--- src/rtl/uart_pkg.sv ---
// Shared definitions for the uart_echo block: FSM state encoding and the
// ASCII constants used by the optional lower-to-upper case mapping
// (enabled with the UART_ECHO_UPCASE_EN macro).
package uart_pkg;

  typedef enum logic [1:0] {
    S_IDLE = 2'd0,
    S_SEND = 2'd1,
    S_GAP  = 2'd2
  } state_e;

  localparam logic [7:0] ASCII_LC_A        = 8'h61;
  localparam logic [7:0] ASCII_LC_Z        = 8'h7A;
  localparam logic [7:0] ASCII_CASE_OFFSET = 8'h20;

  // Map 'a'..'z' onto 'A'..'Z'; every other byte passes through untouched.
  function automatic logic [7:0] upcase(input logic [7:0] b);
    logic [7:0] r;
    if ((b >= ASCII_LC_A) && (b <= ASCII_LC_Z)) begin
      r = b - ASCII_CASE_OFFSET;
    end else begin
      r = b;
    end
    return r;
  endfunction

endpackage

--- src/rtl/uart_echo_fifo.sv ---
// Byte FIFO for uart_echo. A push into a full FIFO is accepted only when a
// pop happens on the same edge; pops from an empty FIFO are ignored.
module uart_echo_fifo #(
  parameter int depth = 16
) (
  input  logic                         clk,
  input  logic                         rst_n,
  input  logic                         push,
  input  logic                         pop,
  input  logic [7:0]                   wdata,
  output logic [7:0]                   rdata,
  output logic [$clog2(depth+1)-1:0]   count,
  output logic                         full,
  output logic                         empty
);

  localparam int PW = (depth > 1) ? $clog2(depth) : 1;
  localparam int CW = $clog2(depth + 1);

  logic [7:0]    mem_q [depth];
  logic [PW-1:0] wptr_q, wptr_d;
  logic [PW-1:0] rptr_q, rptr_d;
  logic [CW-1:0] count_q, count_d;
  logic          push_ok;
  logic          pop_ok;

  assign full  = (count_q == CW'(depth));
  assign empty = (count_q == CW'(0));
  assign count = count_q;
  assign rdata = mem_q[rptr_q];

  // Qualify push/pop and compute next pointers and occupancy.
  always_comb begin
    pop_ok  = pop && !empty;
    push_ok = push && (!full || pop_ok);
    wptr_d  = wptr_q;
    rptr_d  = rptr_q;
    count_d = count_q;
    if (push_ok) begin
      wptr_d = (wptr_q == PW'(depth - 1)) ? PW'(0) : wptr_q + PW'(1);
    end else begin
      wptr_d = wptr_q;
    end
    if (pop_ok) begin
      rptr_d = (rptr_q == PW'(depth - 1)) ? PW'(0) : rptr_q + PW'(1);
    end else begin
      rptr_d = rptr_q;
    end
    case ({push_ok, pop_ok})
      2'b10:   count_d = count_q + CW'(1);
      2'b01:   count_d = count_q - CW'(1);
      default: count_d = count_q;
    endcase
  end

  // Pointer and occupancy registers; cleared asynchronously.
  always_ff @(posedge clk or negedge rst_n) begin
    if (!rst_n) begin
      wptr_q  <= PW'(0);
      rptr_q  <= PW'(0);
      count_q <= CW'(0);
    end else begin
      wptr_q  <= wptr_d;
      rptr_q  <= rptr_d;
      count_q <= count_d;
    end
  end

  // Storage array; contents are don't-care until written, so no reset.
  always_ff @(posedge clk) begin
    if (push_ok) begin
      mem_q[wptr_q] <= wdata;
    end
  end

endmodule

--- src/rtl/uart_echo.sv ---
// uart_echo: buffers bytes from uart_rx and replays them to uart_tx with a
// req/cts handshake, tracking occupancy, a sticky overflow flag and a running
// sum of transmitted bytes. Define UART_ECHO_UPCASE_EN to upcase a..z at push.
module uart_echo
  import uart_pkg::*;
#(
  parameter int depth = 16
) (
  input  logic                         clk,
  input  logic                         rst_n,
  input  logic [7:0]                   i_data,
  input  logic                         i_valid,
  input  logic                         i_cts,
  output logic [7:0]                   o_data,
  output logic                         o_req,
  output logic [$clog2(depth+1)-1:0]   o_count,
  output logic                         o_overflow,
  output logic [31:0]                  o_sum
);

  state_e      state_q, state_d;
  logic        req_q, req_d;
  logic [7:0]  data_q, data_d;
  logic [31:0] sum_q, sum_d;
  logic        overflow_q, overflow_d;

  logic        xfer;
  logic        fifo_push;
  logic        fifo_pop;
  logic [7:0]  fifo_wdata;
  logic [7:0]  fifo_head;
  logic        fifo_full;
  logic        fifo_empty;

  uart_echo_fifo #(
    .depth (depth)
  ) u_fifo (
    .clk   (clk),
    .rst_n (rst_n),
    .push  (fifo_push),
    .pop   (fifo_pop),
    .wdata (fifo_wdata),
    .rdata (fifo_head),
    .count (o_count),
    .full  (fifo_full),
    .empty (fifo_empty)
  );

  // Next-state, handshake and bookkeeping logic.
  always_comb begin
`ifdef UART_ECHO_UPCASE_EN
    fifo_wdata = upcase(i_data);
`else
    fifo_wdata = i_data;
`endif
    // req_q is only ever set in S_SEND with a non-empty FIFO, so cts is
    // effectively ignored while the FIFO is empty.
    xfer       = (state_q == S_SEND) && req_q && i_cts;
    fifo_push  = i_valid;
    fifo_pop   = xfer;
    overflow_d = overflow_q | (i_valid & fifo_full & ~xfer);
    if (xfer) begin
      sum_d = sum_q + {24'd0, data_q};
    end else begin
      sum_d = sum_q;
    end
    state_d = state_q;
    req_d   = req_q;
    data_d  = data_q;
    case (state_q)
      S_IDLE: begin
        if (!fifo_empty) begin
          state_d = S_SEND;
          req_d   = 1'b1;
          data_d  = fifo_head;
        end else begin
          req_d   = 1'b0;
        end
      end
      S_SEND: begin
        if (xfer) begin
          state_d = S_GAP;
          req_d   = 1'b0;
        end else begin
          req_d   = 1'b1;
        end
      end
      S_GAP: begin
        // One dead cycle so the same byte cannot be accepted twice.
        state_d = S_IDLE;
        req_d   = 1'b0;
      end
      default: begin
        state_d = S_IDLE;
        req_d   = 1'b0;
      end
    endcase
  end

  // FSM state and registered outputs; reset aborts any pending send.
  always_ff @(posedge clk or negedge rst_n) begin
    if (!rst_n) begin
      state_q    <= S_IDLE;
      req_q      <= 1'b0;
      data_q     <= 8'd0;
      sum_q      <= 32'd0;
      overflow_q <= 1'b0;
    end else begin
      state_q    <= state_d;
      req_q      <= req_d;
      data_q     <= data_d;
      sum_q      <= sum_d;
      overflow_q <= overflow_d;
    end
  end

  assign o_req      = req_q;
  assign o_data     = data_q;
  assign o_sum      = sum_q;
  assign o_overflow = overflow_q;

endmodule
--- config.mk ---
export PLATFORM = sky130hd
export DESIGN_NAME = uart_echo
export DESIGN_NICKNAME = d
export VERILOG_FILES = /design/src/rtl/uart_pkg.sv /design/src/rtl/uart_echo_fifo.sv /design/src/rtl/uart_echo.sv
export SDC_FILE = /design/constraint.sdc
export NUM_CORES = 1
export LEC_CHECK = 0
export ABC_AREA = 1
export ABC_CLOCK_PERIOD_IN_PS = 2420
export CAP_MARGIN = 5
export CORE_MARGIN = 3
export CORE_UTILIZATION = 30
export DETAILED_ROUTE_END_ITERATION = 6
export HOLD_SLACK_MARGIN = 0.08
export PLACE_DENSITY = 0.52
export SLEW_MARGIN = 20
export SYNTH_ARGS = -nofsm -noshare
export SYNTH_HDL_FRONTEND = slang
export SYNTH_SLANG_ARGS = --single-unit
export TNS_END_PERCENT = 100
--- constraint.sdc ---
create_clock -name clk -period 2.42 [get_ports clk]
set_input_delay 0.484 -clock clk [delete_from_list [all_inputs] [get_ports clk]]
set_output_delay 0.484 -clock clk [all_outputs]
set_load 0.1 [all_outputs]
==> results.txt <==
Synthesized instance count - 747
Critical path start-end classification - flop to flop
Clock latency at the later pin of the worst-skew pair - 430 ps
Final global-route overflow total - 0
Post-synth cell types - 37
Vias in the first global route - 5,539
Die height - 172 um
CTS buffer count - 17
Peak Freq - 0.485 GHz
Critical Path Start Type - flop
Clock Sinks - 185
Initial DRC Count - 403
Chip width - 172 um
Crit path max fanout - 4
CP delay by family, top - simple AND/OR/NAND/NOR gates
Lkg Pwr - 3.85 nW
Post-synthesis adder-cell area fraction - 0.0252
Ant. Diodes - 0
Hold Crit Class - flop to flop
Utilization after layout - 0.372
Levels on crit path - 10
Largest stage delay, worst path - 440 ps
Area leader, netlist - edfxtp_1
Mean Syn Cell Area - 11.0 um^2
Yosys reg bits - 185
Number of enable flip-flop cells after synthesis - 128
Routed WL - 19,600 um
Slew headroom - 0.488
Top Ports - 59
Via count - 5,606
Seq/Total Area, Yosys - 0.640
CP cell instances - ha_1 -> fa_1 -> nand3_1 -> nand2_1 -> nand2_1 -> nand2_2 -> nand2_1 -> nor2_2 -> nand2_1 -> xor2_1
Fraction of layout cells with a size suffix above 1 - 0.172
# setup viols final - 0
Syn-to-layout area delta - 19.6%
Worst r2r path cells - 10
CTS clk-pin slew, worst paths - 80 ps
Status - finished clean
Worst Path Buf+Inv - 0
CP required - 2780 ps
Number of placement rows - 59
GP Congestion - 0.810
Ys flop type - edfxtp_1
Post-synthesis mux area share - 0
CP most frequent cell - nand2_1
Vias per inst - 4.78
Max IR drop VDD - 551 uV
Total Routing Usage GR - 0.137
Post-Synth XOR/XNOR Area - 0.0351
H-tree depth - 4
Fin nets - 854
Critical Path AT - 2420 ps
WL/cell - 16.7 um
Area fraction in compound gates after synthesis - 0.102
Initial Util - 0.311
Cells on Worst Hold Path - 1
Min Tclk post-route - 2060 ps
Clk_skew - 13.3 ps
Core box area - 26,500 um^2
Power density over the cells - 1310 nW/um^2
Top cells by area, synth - edfxtp_1 47%, dfrtp_1 17%, nor2_1 6.0%
CTS root buffer - clkbuf_16
RSZ-0062 raised after global routing - no
Final Hold Fails - 0
Worst slew pin tran - 765 ps
Synth Cell Area - 8230 um^2
Final period util - 0.852
Final worst setup slack - 358 ps
Setup TNS - 0 ps
Total power - 12.9 mW
Slowest cell on crit path - dfrtp_1
Placement Setup Slack - 82.9 ps
CTS max path bufs - 2
DRT Pass-1 Iters - 5
Largest net degree at the start of global routing - 68
Largest family of logic cells by synthesized area - simple AND/OR/NAND/NOR gates
Post-DRT Antenna Nets - 0
Residual DRC - 0
Post-synth top area share - 0.467
Asr flop ratio synth - 0.308
Dpl hpwl - 13,000 um
First-pass GRT wire length - 31,100 um
YS warnings - 0
CTS tree - done
Kind of end point of the critical path - flop
Die area - 29,500 um^2
Post CTS Setup Buffer Count - 0
Max Cap Viol - 0
Max Slew Vio Count - 0
Input/output buffers - 58
Simple-gate area share of the yosys netlist - 0.158
Initial antenna violation count - 0
Synthesized Nets - 775
==> timing repair <==
action                    4_1_cts  5_1_grt
resized for setup               0        0
hold endpoints to repair       18        0
hold buffers                    1        0
==> power by group <==
part	internal [mW]	leakage [nW]	switching, mW
clock	1.48	0.288	1.32
combinational	1.58	1.72	4.27
sequential	3.91	1.84	0.374
total	6.97	3.85	5.97
==> flip-flops by register name, summed over array words and instances (netlist names) <==
signal and count:
o_data 8, o_overflow 1, o_req 1, o_sum 32
state_q 2, u_fifo.count 5, u_fifo.mem_q 128, u_fifo.rptr_q 4
u_fifo.wptr_q 4
==> metrics by stage <==
step | hold slack (ps) | cell area (um^2) | cells
5_1_grt | 495 | 9850 | 1174
4_1_cts | 478 | 9850 | 1174
2_1_floorplan | 188 | 8230 | 747
6_report | 470 | 9850 | 1174
3_5_place_dp | 463 | 9230 | 1141
3_3_place_gp | 469 | 9230 | 1141
==> final cells by class <==
cell class	count	area (um^2)
fillers	2602	16700
flip-flops and latches	185	5270
multi-input cells	486	2640
repair buffers	88	736
clock buffers	18	429
well taps	335	419
inverters	48	180
clock inverters	14	174
==> final timing paths <==
path,startpoint,to,slack [ps]
min in group asynchronous,rst_n,o_sum[2],610
hold reg to reg,o_sum[31],o_sum[31],470
hold / removal,o_sum[31],o_sum[31],470
setup reg to reg,o_data[0],o_sum[18],360
max in group asynchronous,rst_n,o_req,1170
setup / recovery,o_data[0],o_sum[18],360
==> cells by family (layout without fill, tap and decap cells) <==
kind of cell | count (synthesis) | after routing
AND/OR/NAND/NOR | 293 | 293
AO/OA/AOI/OAI | 144 | 144
XOR/XNOR | 33 | 33
adder cells (fa/ha/maj) | 16 | 16
buffers and inverters | 76 | 168
flip-flops | 185 | 185
==> per-layer routing <==
| metal | wire length (um) | global-route usage | vias up |
|---|---|---|---|
| li1 | - | - | 2744 |
| met4 | 356 | 0.0490 | 0 |
| met3 | 758 | 0.0246 | 29 |
| met1 | 9290 | 0.182 | 2711 |
| met5 | 0 | 0 | - |
| met2 | 9170 | 0.226 | 122 |
==> placed cells by master (no fill, tap or decap), types with 2 or more instances in the layout <==
cell and instances:
xor2_1 22, a31oi_1 9, o221ai_1 4, nand2_4 2, inv_6 3, clkdlybuf4s50_1 10, clkinv_1 2, clkbuf_16 17
buf_12 4, nor2_2 6, dfrtp_1 55, nand3_2 3, nand4_1 8, nor2_4 4, inv_2 3, xnor2_1 11
nand2_1 92, a21oi_1 7, nand2_2 11, o211ai_1 28, o21ai_0 84, o22ai_1 8, a21o_1 2, inv_1 43
clkinvlp_4 2, inv_8 4, clkinv_8 3, nor3_1 5, ha_1 15, buf_4 72, nand3_1 25, dfrtp_2 2
edfxtp_1 128, nor2_1 131, nor3_2 3
==> cells in the mapped netlist, types with 2 or more instances <==
cell type,count
inv_1,44
o21ai_0,84
a31oi_1,9
o22ai_1,8
o221ai_1,4
buf_2,11
nand4_1,8
inv_2,3
edfxtp_1,128
nor3_1,5
nor2_1,131
xor2_1,22
nand2_4,2
clkbuf_1,10
nor3_2,3
nor2_4,4
nand3_1,25
dfrtp_1,57
nand3_2,3
nand2_1,92
nand2_2,11
xnor2_1,11
o211ai_1,28
clkbuf_2,3
a21o_1,2
a21oi_1,7
buf_4,3
nor2_2,6
ha_1,15
(Power assumes the default switching activity.)
